**src/rtl/fnorm_arbiter_if.sv**
```systemverilog
`default_nettype none
// ============================================================================
//  Module   : fnorm_arbiter_if
//  Brief    : Request, normalizer and result bundle for fnorm_arbiter.
//  Revision : 1.0  initial release
// ============================================================================
interface fnorm_arbiter_if #(
    parameter int N_REQ = 3,
    parameter int EW1   = 10,
    parameter int FW1   = 26,
    parameter int EW2   = 8,
    parameter int FW2   = 23,
    parameter int TAG_W = 4
);
    localparam int ID_W = (N_REQ > 1) ? $clog2(N_REQ) : 1;

    logic [N_REQ-1:0]         req_valid;
    logic [N_REQ-1:0]         req_ready;
    logic [N_REQ*3-1:0]       req_rm;
    logic [N_REQ*TAG_W-1:0]   req_tag;
    logic [N_REQ*EW1-1:0]     req_exp;
    logic [N_REQ*(FW1+1)-1:0] req_sig;
    logic [N_REQ-1:0]         req_sign;
    logic [N_REQ-1:0]         req_inf;
    logic [N_REQ-1:0]         req_nan;
    logic [N_REQ-1:0]         req_zero;

    logic [2:0]               norm_rm;
    logic [EW1-1:0]           norm_exp;
    logic [FW1:0]             norm_sig;
    logic                     norm_sign;
    logic                     norm_inf;
    logic                     norm_nan;
    logic                     norm_zero;

    logic [EW2-1:0]           norm_res_exp;
    logic [FW2:0]             norm_res_sig;
    logic                     norm_res_sign;
    logic                     norm_res_inf;
    logic                     norm_res_nan;
    logic                     norm_res_zero;

    logic                     out_valid;
    logic                     out_ready;
    logic [ID_W-1:0]          out_id;
    logic [TAG_W-1:0]         out_tag;
    logic [EW2-1:0]           out_exp;
    logic [FW2:0]             out_sig;
    logic                     out_sign;
    logic                     out_inf;
    logic                     out_nan;
    logic                     out_zero;

    modport slave (
        input  req_valid, req_rm, req_tag, req_exp, req_sig,
               req_sign, req_inf, req_nan, req_zero,
        output req_ready,
        output norm_rm, norm_exp, norm_sig, norm_sign, norm_inf, norm_nan, norm_zero,
        input  norm_res_exp, norm_res_sig, norm_res_sign,
               norm_res_inf, norm_res_nan, norm_res_zero,
        output out_valid, out_id, out_tag, out_exp, out_sig,
               out_sign, out_inf, out_nan, out_zero,
        input  out_ready
    );

    modport master (
        output req_valid, req_rm, req_tag, req_exp, req_sig,
               req_sign, req_inf, req_nan, req_zero,
        input  req_ready,
        input  norm_rm, norm_exp, norm_sig, norm_sign, norm_inf, norm_nan, norm_zero,
        output norm_res_exp, norm_res_sig, norm_res_sign,
               norm_res_inf, norm_res_nan, norm_res_zero,
        input  out_valid, out_id, out_tag, out_exp, out_sig,
               out_sign, out_inf, out_nan, out_zero,
        output out_ready
    );
endinterface
`default_nettype wire

```
**src/rtl/fnorm_arbiter.sv**
```systemverilog
`default_nettype none
// ============================================================================
//  Module   : fnorm_arbiter
//  Brief    : Shares one 1-cycle FP normalizer among N_REQ requesters and
//             returns results in grant order through a 2-entry FIFO.
//             FNORM_ARB_FIXED_PRIO_EN selects fixed priority instead of RR.
//  Revision : 1.0  initial release
// ============================================================================
module fnorm_arbiter #(
    parameter int N_REQ = 3,
    parameter int EW1   = 10,
    parameter int FW1   = 26,
    parameter int EW2   = 8,
    parameter int FW2   = 23,
    parameter int TAG_W = 4
) (
    input  logic           clk,
    input  logic           rst_n,
    input  logic           flush,
    fnorm_arbiter_if.slave bus
);
    localparam int ID_W = (N_REQ > 1) ? $clog2(N_REQ) : 1;
    localparam int IW   = ID_W + 1;
    localparam int DW   = ID_W + TAG_W + EW2 + (FW2 + 1) + 4;

    logic [2:0]       w_rm  [N_REQ];
    logic [TAG_W-1:0] w_tag [N_REQ];
    logic [EW1-1:0]   w_exp [N_REQ];
    logic [FW1:0]     w_sig [N_REQ];

    for (genvar gi = 0; gi < N_REQ; gi++) begin : g_unpack
        assign w_rm[gi]  = bus.req_rm[gi*3 +: 3];
        assign w_tag[gi] = bus.req_tag[gi*TAG_W +: TAG_W];
        assign w_exp[gi] = bus.req_exp[gi*EW1 +: EW1];
        assign w_sig[gi] = bus.req_sig[gi*(FW1+1) +: (FW1+1)];
    end

    logic             r_inflight;
    logic [ID_W-1:0]  r_if_id;
    logic [TAG_W-1:0] r_if_tag;
    logic [DW-1:0]    r_mem [2];
    logic             r_rd;
    logic             r_wr;
    logic [1:0]       r_count;

    logic             w_pop;
    logic             w_push;
    logic [2:0]       w_credit;
    logic             w_can_grant;
    logic             w_gnt;
    logic [ID_W-1:0]  w_gnt_id;
    logic [DW-1:0]    w_push_data;

    assign w_pop       = (r_count != 2'd0) & bus.out_ready;
    assign w_push      = r_inflight & ~flush;
    // Credit counts slots already promised: stored, in the normalizer, minus what leaves now.
    assign w_credit    = {1'b0, r_count} + {2'b00, r_inflight} - {2'b00, w_pop};
    assign w_can_grant = ~flush & (w_credit < 3'd2);

`ifndef FNORM_ARB_FIXED_PRIO_EN
    logic [ID_W-1:0] r_ptr;
    logic [IW-1:0]   w_idx;

    always_ff @(posedge clk or negedge rst_n) begin
        if (!rst_n) begin
            r_ptr <= '0;
        end else if (w_gnt) begin
            r_ptr <= (w_gnt_id == ID_W'(N_REQ - 1)) ? '0 : w_gnt_id + 1'b1;
        end
    end
`endif

    // Scan downward so the last hit, i.e. the first in priority order, wins.
    always_comb begin
        w_gnt    = 1'b0;
        w_gnt_id = '0;
`ifdef FNORM_ARB_FIXED_PRIO_EN
        if (w_can_grant) begin
            for (int i = N_REQ - 1; i >= 0; i--) begin
                if (bus.req_valid[i]) begin
                    w_gnt    = 1'b1;
                    w_gnt_id = ID_W'(i);
                end
            end
        end
`else
        w_idx = '0;
        if (w_can_grant) begin
            for (int k = N_REQ - 1; k >= 0; k--) begin
                w_idx = {1'b0, r_ptr} + IW'(k);
                if (w_idx >= IW'(N_REQ)) begin
                    w_idx = w_idx - IW'(N_REQ);
                end
                if (bus.req_valid[w_idx[ID_W-1:0]]) begin
                    w_gnt    = 1'b1;
                    w_gnt_id = w_idx[ID_W-1:0];
                end
            end
        end
`endif
    end

    always_comb begin
        bus.req_ready = '0;
        bus.norm_rm   = '0;
        bus.norm_exp  = '0;
        bus.norm_sig  = '0;
        bus.norm_sign = 1'b0;
        bus.norm_inf  = 1'b0;
        bus.norm_nan  = 1'b0;
        bus.norm_zero = 1'b0;
        if (w_gnt) begin
            bus.req_ready[w_gnt_id] = 1'b1;
            bus.norm_rm   = w_rm[w_gnt_id];
            bus.norm_exp  = w_exp[w_gnt_id];
            bus.norm_sig  = w_sig[w_gnt_id];
            bus.norm_sign = bus.req_sign[w_gnt_id];
            bus.norm_inf  = bus.req_inf[w_gnt_id];
            bus.norm_nan  = bus.req_nan[w_gnt_id];
            bus.norm_zero = bus.req_zero[w_gnt_id];
        end
    end

    always_ff @(posedge clk or negedge rst_n) begin
        if (!rst_n) begin
            r_inflight <= 1'b0;
            r_if_id    <= '0;
            r_if_tag   <= '0;
        end else begin
            r_inflight <= w_gnt;
            if (w_gnt) begin
                r_if_id  <= w_gnt_id;
                r_if_tag <= w_tag[w_gnt_id];
            end
        end
    end

    assign w_push_data = {r_if_id, r_if_tag, bus.norm_res_exp, bus.norm_res_sig,
                          bus.norm_res_sign, bus.norm_res_inf, bus.norm_res_nan,
                          bus.norm_res_zero};

    always_ff @(posedge clk or negedge rst_n) begin
        if (!rst_n) begin
            for (int i = 0; i < 2; i++) begin
                r_mem[i] <= '0;
            end
            r_rd    <= 1'b0;
            r_wr    <= 1'b0;
            r_count <= '0;
        end else if (flush) begin
            r_rd    <= 1'b0;
            r_wr    <= 1'b0;
            r_count <= '0;
        end else begin
            if (w_push) begin
                r_mem[r_wr] <= w_push_data;
                r_wr        <= ~r_wr;
            end
            if (w_pop) begin
                r_rd <= ~r_rd;
            end
            r_count <= r_count + {1'b0, w_push} - {1'b0, w_pop};
        end
    end

    assign bus.out_valid = (r_count != 2'd0);
    assign {bus.out_id, bus.out_tag, bus.out_exp, bus.out_sig,
            bus.out_sign, bus.out_inf, bus.out_nan, bus.out_zero} = r_mem[r_rd];
endmodule
`default_nettype wire
```
**src/flat_wrapper.sv**
```systemverilog
// flat-port wrapper written by rule: the top's interface ports become plain ports
module fnorm_arbiter_flat 
#(
    parameter int N_REQ = 3,
    parameter int EW1   = 10,
    parameter int FW1   = 26,
    parameter int EW2   = 8,
    parameter int FW2   = 23,
    parameter int TAG_W = 4
)
  (clk, rst_n, flush, bus_req_valid, bus_req_rm, bus_req_tag, bus_req_exp, bus_req_sig, bus_req_sign, bus_req_inf, bus_req_nan, bus_req_zero, bus_req_ready, bus_norm_rm, bus_norm_exp, bus_norm_sig, bus_norm_sign, bus_norm_inf, bus_norm_nan, bus_norm_zero, bus_norm_res_exp, bus_norm_res_sig, bus_norm_res_sign, bus_norm_res_inf, bus_norm_res_nan, bus_norm_res_zero, bus_out_valid, bus_out_id, bus_out_tag, bus_out_exp, bus_out_sig, bus_out_sign, bus_out_inf, bus_out_nan, bus_out_zero, bus_out_ready);
  fnorm_arbiter_if #(.N_REQ(N_REQ), .EW1(EW1), .FW1(FW1), .EW2(EW2), .FW2(FW2), .TAG_W(TAG_W)) bus_i ();
  input  logic clk;
  input  logic rst_n;
  input  logic flush;
  input wire logic [$bits(bus_i.req_valid)-1:0] bus_req_valid;
  input wire logic [$bits(bus_i.req_rm)-1:0] bus_req_rm;
  input wire logic [$bits(bus_i.req_tag)-1:0] bus_req_tag;
  input wire logic [$bits(bus_i.req_exp)-1:0] bus_req_exp;
  input wire logic [$bits(bus_i.req_sig)-1:0] bus_req_sig;
  input wire logic [$bits(bus_i.req_sign)-1:0] bus_req_sign;
  input wire logic [$bits(bus_i.req_inf)-1:0] bus_req_inf;
  input wire logic [$bits(bus_i.req_nan)-1:0] bus_req_nan;
  input wire logic [$bits(bus_i.req_zero)-1:0] bus_req_zero;
  output wire logic [$bits(bus_i.req_ready)-1:0] bus_req_ready;
  output wire logic [$bits(bus_i.norm_rm)-1:0] bus_norm_rm;
  output wire logic [$bits(bus_i.norm_exp)-1:0] bus_norm_exp;
  output wire logic [$bits(bus_i.norm_sig)-1:0] bus_norm_sig;
  output wire logic [$bits(bus_i.norm_sign)-1:0] bus_norm_sign;
  output wire logic [$bits(bus_i.norm_inf)-1:0] bus_norm_inf;
  output wire logic [$bits(bus_i.norm_nan)-1:0] bus_norm_nan;
  output wire logic [$bits(bus_i.norm_zero)-1:0] bus_norm_zero;
  input wire logic [$bits(bus_i.norm_res_exp)-1:0] bus_norm_res_exp;
  input wire logic [$bits(bus_i.norm_res_sig)-1:0] bus_norm_res_sig;
  input wire logic [$bits(bus_i.norm_res_sign)-1:0] bus_norm_res_sign;
  input wire logic [$bits(bus_i.norm_res_inf)-1:0] bus_norm_res_inf;
  input wire logic [$bits(bus_i.norm_res_nan)-1:0] bus_norm_res_nan;
  input wire logic [$bits(bus_i.norm_res_zero)-1:0] bus_norm_res_zero;
  output wire logic [$bits(bus_i.out_valid)-1:0] bus_out_valid;
  output wire logic [$bits(bus_i.out_id)-1:0] bus_out_id;
  output wire logic [$bits(bus_i.out_tag)-1:0] bus_out_tag;
  output wire logic [$bits(bus_i.out_exp)-1:0] bus_out_exp;
  output wire logic [$bits(bus_i.out_sig)-1:0] bus_out_sig;
  output wire logic [$bits(bus_i.out_sign)-1:0] bus_out_sign;
  output wire logic [$bits(bus_i.out_inf)-1:0] bus_out_inf;
  output wire logic [$bits(bus_i.out_nan)-1:0] bus_out_nan;
  output wire logic [$bits(bus_i.out_zero)-1:0] bus_out_zero;
  input wire logic [$bits(bus_i.out_ready)-1:0] bus_out_ready;
  assign bus_i.req_valid = bus_req_valid;
  assign bus_i.req_rm = bus_req_rm;
  assign bus_i.req_tag = bus_req_tag;
  assign bus_i.req_exp = bus_req_exp;
  assign bus_i.req_sig = bus_req_sig;
  assign bus_i.req_sign = bus_req_sign;
  assign bus_i.req_inf = bus_req_inf;
  assign bus_i.req_nan = bus_req_nan;
  assign bus_i.req_zero = bus_req_zero;
  assign bus_req_ready = bus_i.req_ready;
  assign bus_norm_rm = bus_i.norm_rm;
  assign bus_norm_exp = bus_i.norm_exp;
  assign bus_norm_sig = bus_i.norm_sig;
  assign bus_norm_sign = bus_i.norm_sign;
  assign bus_norm_inf = bus_i.norm_inf;
  assign bus_norm_nan = bus_i.norm_nan;
  assign bus_norm_zero = bus_i.norm_zero;
  assign bus_i.norm_res_exp = bus_norm_res_exp;
  assign bus_i.norm_res_sig = bus_norm_res_sig;
  assign bus_i.norm_res_sign = bus_norm_res_sign;
  assign bus_i.norm_res_inf = bus_norm_res_inf;
  assign bus_i.norm_res_nan = bus_norm_res_nan;
  assign bus_i.norm_res_zero = bus_norm_res_zero;
  assign bus_out_valid = bus_i.out_valid;
  assign bus_out_id = bus_i.out_id;
  assign bus_out_tag = bus_i.out_tag;
  assign bus_out_exp = bus_i.out_exp;
  assign bus_out_sig = bus_i.out_sig;
  assign bus_out_sign = bus_i.out_sign;
  assign bus_out_inf = bus_i.out_inf;
  assign bus_out_nan = bus_i.out_nan;
  assign bus_out_zero = bus_i.out_zero;
  assign bus_i.out_ready = bus_out_ready;
  fnorm_arbiter #(.N_REQ(N_REQ), .EW1(EW1), .FW1(FW1), .EW2(EW2), .FW2(FW2), .TAG_W(TAG_W)) u_core (.clk(clk), .rst_n(rst_n), .flush(flush), .bus(bus_i));
endmodule
```
**config.mk**
```make
export PLATFORM = sky130hd
export DESIGN_NAME = fnorm_arbiter_flat
export DESIGN_NICKNAME = d
export VERILOG_FILES = /design/src/rtl/fnorm_arbiter_if.sv /design/src/rtl/fnorm_arbiter.sv /design/src/flat_wrapper.sv
export SDC_FILE = /design/constraint.sdc
export NUM_CORES = 1
export LEC_CHECK = 0
export BUFFER_PORTS_ARGS = -buffer_cell sky130_fd_sc_hd__buf_2
export CORE_UTILIZATION = 35
export DETAILED_ROUTE_END_ITERATION = 7
export HOLD_SLACK_MARGIN = 0.15
export PLACE_DENSITY = 0.79
export SLEW_MARGIN = 25
export SYNTH_ARGS = -nofsm -noshare
export SYNTH_HDL_FRONTEND = slang
export SYNTH_SLANG_ARGS = --single-unit
```
**constraint.sdc**
```tcl
create_clock -name clk -period 3 [get_ports clk]
set_input_delay 0.45 -clock clk [delete_from_list [all_inputs] [get_ports clk]]
set_output_delay 0.45 -clock clk [all_outputs]
set_load 0.05 [all_outputs]
```
==> summary.md, run 1 <==
| Metric | Value |
|---|---|
| Drt drc | `0` |
| Die area | `15500 um2` |
| Final net count | `929` |
| Sw Pwr | `5800 uW` |
| Startpoint types | `flip-flop` |
| CP peak stage delay | `0.51 ns` |
| TritonRoute pass-1 iters | `4` |
| DR vias/cell | `5.22` |
| First-pass GRT wire length | `26.3 mm` |
| Number of flops mapped to enable cells by yosys | `0` |
| Num Clock Sinks | `97` |
| Sequential share of the synthesized area | `0.462` |
| Non-filler cells, final | `928` |
| Post-DR wirelength/cell | `17.9 um` |
| Max Clk Rate | `297 MHz` |
| Reg-to-reg endpoint | `u_core.r_if_tag[3]` |
| CP cell instances | `or2_4 -> nand2_4 -> nor2_2 -> fa_2 -> nand3b_1 -> buf_6 -> o21bai_4 -> inv_4 -> buf_12 -> nor3_4 -> buf_12 -> a21o_2 -> buf_6` |
| Failing checks | `negative setup slack` |
| Ratio of cells with drive above 1 in the final layout | `0.718` |
| GRT Total Usage | `0.213` |
| Top cells by area, synth | `dfrtp_1 (46%), mux2_2 (27%), a22oi_1 (3.4%)` |
| Tcrit/Tclk final | `1.12` |
| Yosys cell types | `38` |
| Synth area leader | `dfrtp_1` |
| Core ar. | `14600 um2` |
| Area Growth Syn to Fin | `59.9%` |
| Via count | `4843` |
| Pleak | `0.00401 uW` |
| Layout Skew | `0.00518 ns` |
| Depth of the CTS H-tree | `3` |
| Syn_area_per_cell | `11.9 um2` |
| Placed Cells | `898` |
| FF+latch count, synth | `97` |
| FILL cells | `1218` |
| Post-Syn Nets | `634` |
| CP max stage cell | `fa_2` |
| Setup ws final | `-0.371 ns` |
| Max-cap violations | `0` |
| Max-Slew Margin vs Limit | `0.421` |
| Pwr dens | `1400 nW/um2` |
| Worst-margin pin slew | `0.869 ns` |
| Period minus WS final | `3.37 ns` |
| Initial antenna violation count | `2` |
| Aggregate global routing overflow | `0` |
| Fraction of registers with async set/reset | `1.00` |
| Initial Util | `0.360` |
| Fin. Hold Viols | `0` |
| Clock share of power | `0.090` |
| Vias in the first global route | `5263` |
| Die Span Y | `125 um` |
| Max-slew violations | `0` |
| Switching share of total power | `0.494` |
| CTS buffer count | `9` |
| Clk Latency, worst-skew pair | `0.34 ns` |
| Reg2reg setup slack | `0.19 ns` |
| Delay-heaviest family, CP | `buffers and inverters` |
| Final design utilization | `0.576` |
| Reg-to-Reg Start | `u_core.r_count[1]` |
| Critical Path End Type | `output port` |
| Post-DRT Antenna Nets | `0` |
| Largest net degree at the start of global routing | `71` |
| Synth warnings | `0` |
| Critical path buffer and inverter count | `5` |
| Most instantiated cells after synthesis | `mux2_2 (126), dfrtp_1 (97), a21oi_1 (29), nand3_1 (28), a22oi_1 (24)` |
| WP data arrival | `2.92 ns` |
| Internal power | `5940 uW` |
| Sequential power share | `0.194` |
| CTS clk-pin slew, worst paths | `0.06 ns` |
| Most frequent cell after synthesis | `mux2_2` |
| DRT Wirelength | `16.7 mm` |
| R2R depth | `10` |
| Worst vdd ir | `1.17 mV` |
| IO Pins | `277` |
| Die width | `125 um` |
| Synth Flop Type | `dfrtp_1` |
| Post-synth top area share | `0.462` |
| CTS root buf | `clkbuf_16` |
| Standard-cell rows | `44` |
| Initial drt markers | `216` |
| Instance count of the mapped netlist | `442` |
| Design area | `8400 um2` |
| Dpl ws | `-0.246 ns` |
| Run status | `finished, violations left` |
| CTS tree | `built` |
| CP Max Fanout | `21` |
| Critical Path RT | `2.55 ns` |
| Placed inst area | `7580 um2` |
| Synthesized area | `5250 um2` |
| RSZ-0062 raised after global routing | `yes` |
| HP Class | `input port to asynchronous set/reset pin` |
| Comb pwr share | `0.716` |
| PortBufs | `276` |
| HPWL Detailed | `11.8 mm` |
| Kind of critical path | `flip-flop to output port` |
| CTS Buffer Depth | `2` |
| Routability congestion estimate | `0.837` |
| Setup violators final | `46` |
## per-stage QoR
stage	hold WS, ns	power (uW)	TNS [ns]
3_5_place_dp	0.487	9680	-8.06
5_1_grt	0.317	12300	-20.72
4_1_cts	0.272	11600	-17.15
3_3_place_gp	0.481	9560	-7.07
6_report	0.229	11700	-14.93
2_1_floorplan	0.154	8160	-4.26
## sequential cells by signal, summed over array words and instances, names as in the netlist
signal and count:
u_core.r_wr 1, u_core.r_mem 84, u_core.r_if_tag 4, u_core.r_count 2
u_core.r_inflight 1, u_core.r_if_id 2, u_core.r_rd 1, u_core.r_ptr 2
## per-layer routing
layer	wire [um]	share of wire	track usage	up-vias
met2	8970	0.54	0.406	200
li1	-	-	-	2236
met3	1060	0.064	0.0498	40
met5	0	0	0	-
met4	544	0.033	0.0836	0
met1	6070	0.36	0.223	2367
## area by class of cell
cell class | count | area [um2] | share of cell area
Tap cell | 184 | 230 | 0.0274
Clock buffer | 13 | 260 | 0.0310
Antenna cell | 2 | 5.00 | 0.000596
Multi-Input combinational cell | 303 | 3180 | 0.378
Timing Repair inverter | 1 | 8.76 | 0.00104
Sequential cell | 97 | 2430 | 0.289
Inverter | 8 | 40.0 | 0.00477
Timing Repair Buffer | 317 | 2230 | 0.266
Clock inverter | 3 | 15.0 | 0.00179
## how the worst max path moves through the flow
stage | startpoint | end | depth (start not counted)
floorplan | u_core.r_count[1] | bus_norm_sig[10] | 9
global placement | bus_out_ready | bus_norm_exp[9] | 10
detailed placement | bus_out_ready | bus_norm_sig[8] | 10
CTS | u_core.r_count[1] | bus_norm_exp[9] | 13
global route | u_core.r_count[1] | bus_norm_exp[9] | 14
finish | u_core.r_count[1] | bus_norm_exp[9] | 13
## cells by family after synthesis
family                   Yosys count  share of synthesized area
AND/OR/NAND/NOR                   55                     0.0553
multiplexers                     126                      0.270
XOR/XNOR                           6                     0.0100
flip-flops                        97                      0.462
buffers and inverters             42                     0.0372
adder cells (fa/ha/maj)            6                     0.0155
AO/OA/AOI/OAI                    110                      0.150
## power by group through the flow
stage,logic (uW),registers (uW),clock network [uW]
3_5_place_dp,7390,2290,0
3_3_place_gp,7320,2250,0
6_report,8410,2280,1050
4_1_cts,8240,2280,1080
5_1_grt,8810,2360,1140
2_1_floorplan,5970,2190,0
## placed cells by master, fill, tap and decap left out, types with 3 or more instances in the layout
| cell type | count |
|---|---|
| a21o_4 | 19 |
| a21oi_1 | 5 |
| a21oi_4 | 24 |
| a221o_1 | 3 |
| a22o_1 | 19 |
| a22oi_1 | 8 |
| a22oi_2 | 16 |
| buf_12 | 11 |
| buf_2 | 229 |
| buf_4 | 29 |
| buf_6 | 22 |
| buf_8 | 25 |
| clkbuf_16 | 9 |
| clkinv_2 | 3 |
| dfrtp_1 | 96 |
| ha_1 | 4 |
| inv_1 | 6 |
| mux2_2 | 126 |
| nand2_1 | 6 |
| nand3_1 | 28 |
| nor2_1 | 6 |
| nor2b_1 | 3 |
| o21ai_0 | 4 |
| xnor2_1 | 3 |
| xor2_1 | 3 |
## repair_timing
item / in CTS / in global routing
setup buffers: 7 / 3
gates resized for setup: 99 / 31
gates cloned: 3 / 0
endpoints found under the setup margin: 47 / 49
pin swaps: 0 / 0
hold buffers: 0 / 0
(Power assumes the default switching activity.)
==> inputs of run 2 (changes only) <==
--- a/config.mk
+++ b/config.mk
@@ -6,10 +6,10 @@
 export NUM_CORES = 1
 export LEC_CHECK = 0
 export BUFFER_PORTS_ARGS = -buffer_cell sky130_fd_sc_hd__buf_2
-export CORE_UTILIZATION = 35
+export CORE_UTILIZATION = 30
 export DETAILED_ROUTE_END_ITERATION = 7
 export HOLD_SLACK_MARGIN = 0.15
-export PLACE_DENSITY = 0.79
+export PLACE_DENSITY = 0.71
 export SLEW_MARGIN = 25
 export SYNTH_ARGS = -nofsm -noshare
 export SYNTH_HDL_FRONTEND = slang
==> run 2 against run 1 <==
The flow still finishes with violations (negative setup slack). Non-clock buffer count grew 4. Setup slack lost 0.014 ns. Combinational power grew 1%. Largest cell class unchanged. Sequential share of layout area shrank 0.71 points. Via count shrank 0.41%. Critical path type unchanged. First-iteration DRC count shrank 40%. Register-to-register slack gained 0.10 ns. Critical path depth grew 1. Count of clock-buffer cells in the layout shrank 2. Hold slack lost 0.049 ns.
==> summary.md, run 2 (synthesis gave the netlist of run 1 again) <==
| Metric | Value |
|---|---|
| Run status | `finished, violations left` |
| Failing checks | `negative setup slack` |
| Design area | `8610 um2` |
| Startpoint types | `flip-flop` |
| Standard-cell rows | `48` |
| Pleak | `0.00407 uW` |
| Max-cap violations | `0` |
| First-pass GRT wire length | `25.5 mm` |
| Drt drc | `0` |
| Vias in the first global route | `4932` |
| DR vias/cell | `4.96` |
| Worst-margin pin slew | `0.739 ns` |
| Routability congestion estimate | `0.845` |
| Aggregate global routing overflow | `0` |
| Critical Path RT | `2.55 ns` |
| Post-DRT Antenna Nets | `0` |
| PortBufs | `276` |
| CTS Hold Bufs | `0` |
| Worst vdd ir | `1.06 mV` |
| Post-DR wirelength/cell | `17.3 um` |
| Fin. Hold Viols | `0` |
| Max-Slew Margin vs Limit | `0.506` |
| CP max stage cell | `dfrtp_1` |
| Ratio of cells with drive above 1 in the final layout | `0.718` |
| Layout Skew | `0.00779 ns` |
| GRT Total Usage | `0.182` |
| CP peak stage delay | `0.38 ns` |
| Kind of critical path | `flip-flop to output port` |
| CTS clk-pin slew, worst paths | `0.07 ns` |
| Sequential power share | `0.188` |
| CTS root buf | `clkbuf_16` |
| TritonRoute pass-1 iters | `4` |
| Max Clk Rate | `295 MHz` |
| Depth of the CTS H-tree | `3` |
| Comb pwr share | `0.704` |
| Met3 WL | `1.16 mm` |
| Clock share of power | `0.108` |
| Via count | `4823` |
| DRT Wirelength | `16.8 mm` |
| Die Span Y | `134 um` |
| R2R depth | `12` |
| CP Max Fanout | `7` |
| Initial drt markers | `129` |
| DR WL met2 | `8.62 mm` |
| Setup ws final | `-0.385 ns` |
| CTS Buffer Depth | `2` |
| Sw Pwr | `5840 uW` |
| Initial Util | `0.306` |
| Clk Latency, worst-skew pair | `0.34 ns` |
| Critical Path End Type | `output port` |
| IO Pins | `277` |
| HP Class | `input port to asynchronous set/reset pin` |
| Placed inst area | `7700 um2` |
| WP data arrival | `2.94 ns` |
| RSZ-0062 raised after global routing | `yes` |
| Area Growth Syn to Fin | `63.9%` |
| Internal power | `6240 uW` |
| Commonest cells after routing, fill and taps aside | `buf_2 (229), mux2_2 (126), dfrtp_1 (96), nand3_1 (28), buf_4 (28)` |
| M1 WL | `6.61 mm` |
| Tcrit/Tclk final | `1.13` |
| Max-slew violations | `0` |
| Dpl ws | `-0.226 ns` |
| Cell mode on critical path | `buf_6` |
| Num Clock Sinks | `97` |
| Core ar. | `17200 um2` |
| Pwr dens | `1400 nW/um2` |
| Period minus WS final | `3.39 ns` |
| CTS tree | `built` |
| CTS buffer count | `9` |
| Most flops, register | `u_core.r_mem` |
| Reg2reg setup slack | `0.29 ns` |
| Regs by FF count | `u_core.r_mem: 84 flops, u_core.r_if_tag: 4 flops` |
| Die area | `18000 um2` |
| Setup violators final | `46` |
| Max reg flops | `84` |
| Uppermost layer routed | `met4` |
| Switching share of total power | `0.483` |
| Reg-to-reg endpoint | `u_core.r_if_tag[3]` |
| Die width | `134 um` |
| HPWL Detailed | `12.0 mm` |
| Final net count | `932` |
| Most common cell after layout, fill and taps aside | `buf_2` |
| CP cell instances | `or2_4 -> nand2_4 -> nor2_2 -> fa_2 -> xnor2_1 -> nand3b_1 -> o21bai_4 -> clkinv_4 -> buf_6 -> buf_16 -> buf_4 -> a22oi_2 -> a21oi_4 -> buf_6` |
| Largest net degree at the start of global routing | `58` |
| Reg-to-Reg Start | `u_core.r_count[1]` |
| Initial antenna violation count | `2` |
[run 2: power groups by stage]
stage	sequential, uW	combinational (uW)	clock, uW
2_1_floorplan	2190	5970	0
3_3_place_gp	2270	7490	0
3_5_place_dp	2300	7540	0
4_1_cts	2280	8360	1340
5_1_grt	2370	8880	1400
6_report	2270	8510	1300
[run 2: cell type report]
cell class,instances,area [um2]
fillers,1537,8570
multi-input cells,303,3170
flip-flops and latches,97,2430
repair buffers,321,2340
well taps,225,282
clock buffers,11,233
clock inverters,5,104
inverters,8,42.5
diodes,2,5.00
[run 2: worst max-delay path, delay by kind of cell (launching register included)]
kind | cells | cell delay (ns)
buffers and inverters | 5 | 0.66
AND/OR/NAND/NOR | 4 | 0.59
AO/OA/AOI/OAI | 3 | 0.52
flip-flops | 1 | 0.38
adder cells (fa/ha/maj) | 1 | 0.33
XOR/XNOR | 1 | 0.13
[run 2: worst max path at each step]
stage,start,endpoint,cells after the start
floorplan,u_core.r_count[1],bus_norm_sig[10],9
global placement,bus_out_ready,bus_norm_sig[16],10
detailed placement,bus_out_ready,bus_norm_sig[18],10
CTS,u_core.r_count[1],bus_norm_exp[9],10
global route,u_core.r_count[1],bus_norm_exp[6],13
finish,u_core.r_count[1],bus_norm_sig[2],14
[run 2: layer usage]
metal  global-route usage  vias to the layer above
li1                     -                     2240
met1                0.209                     2367
met2                0.323                      188
met3               0.0438                       28
met4               0.0724                        0
met5                    0                        -
[run 2: stage by stage]
stage	hold WS [ns]	utilization	cells	TNS, ns	power [uW]
6_report	0.181	0.501	972	-16.35	12100
2_1_floorplan	0.154	-	442	-4.26	8160
4_1_cts	0.192	0.492	962	-16.41	12000
5_1_grt	0.240	0.501	972	-21.49	12600
3_3_place_gp	0.481	0.448	941	-6.99	9760
3_5_place_dp	0.488	0.448	941	-8.86	9850
[run 2: timing repair]
item	CTS	global route
buffers inserted	2	9
endpoints found under the setup margin	47	47
gates cloned	3	0
pin swaps	2	5
resized for setup	105	24
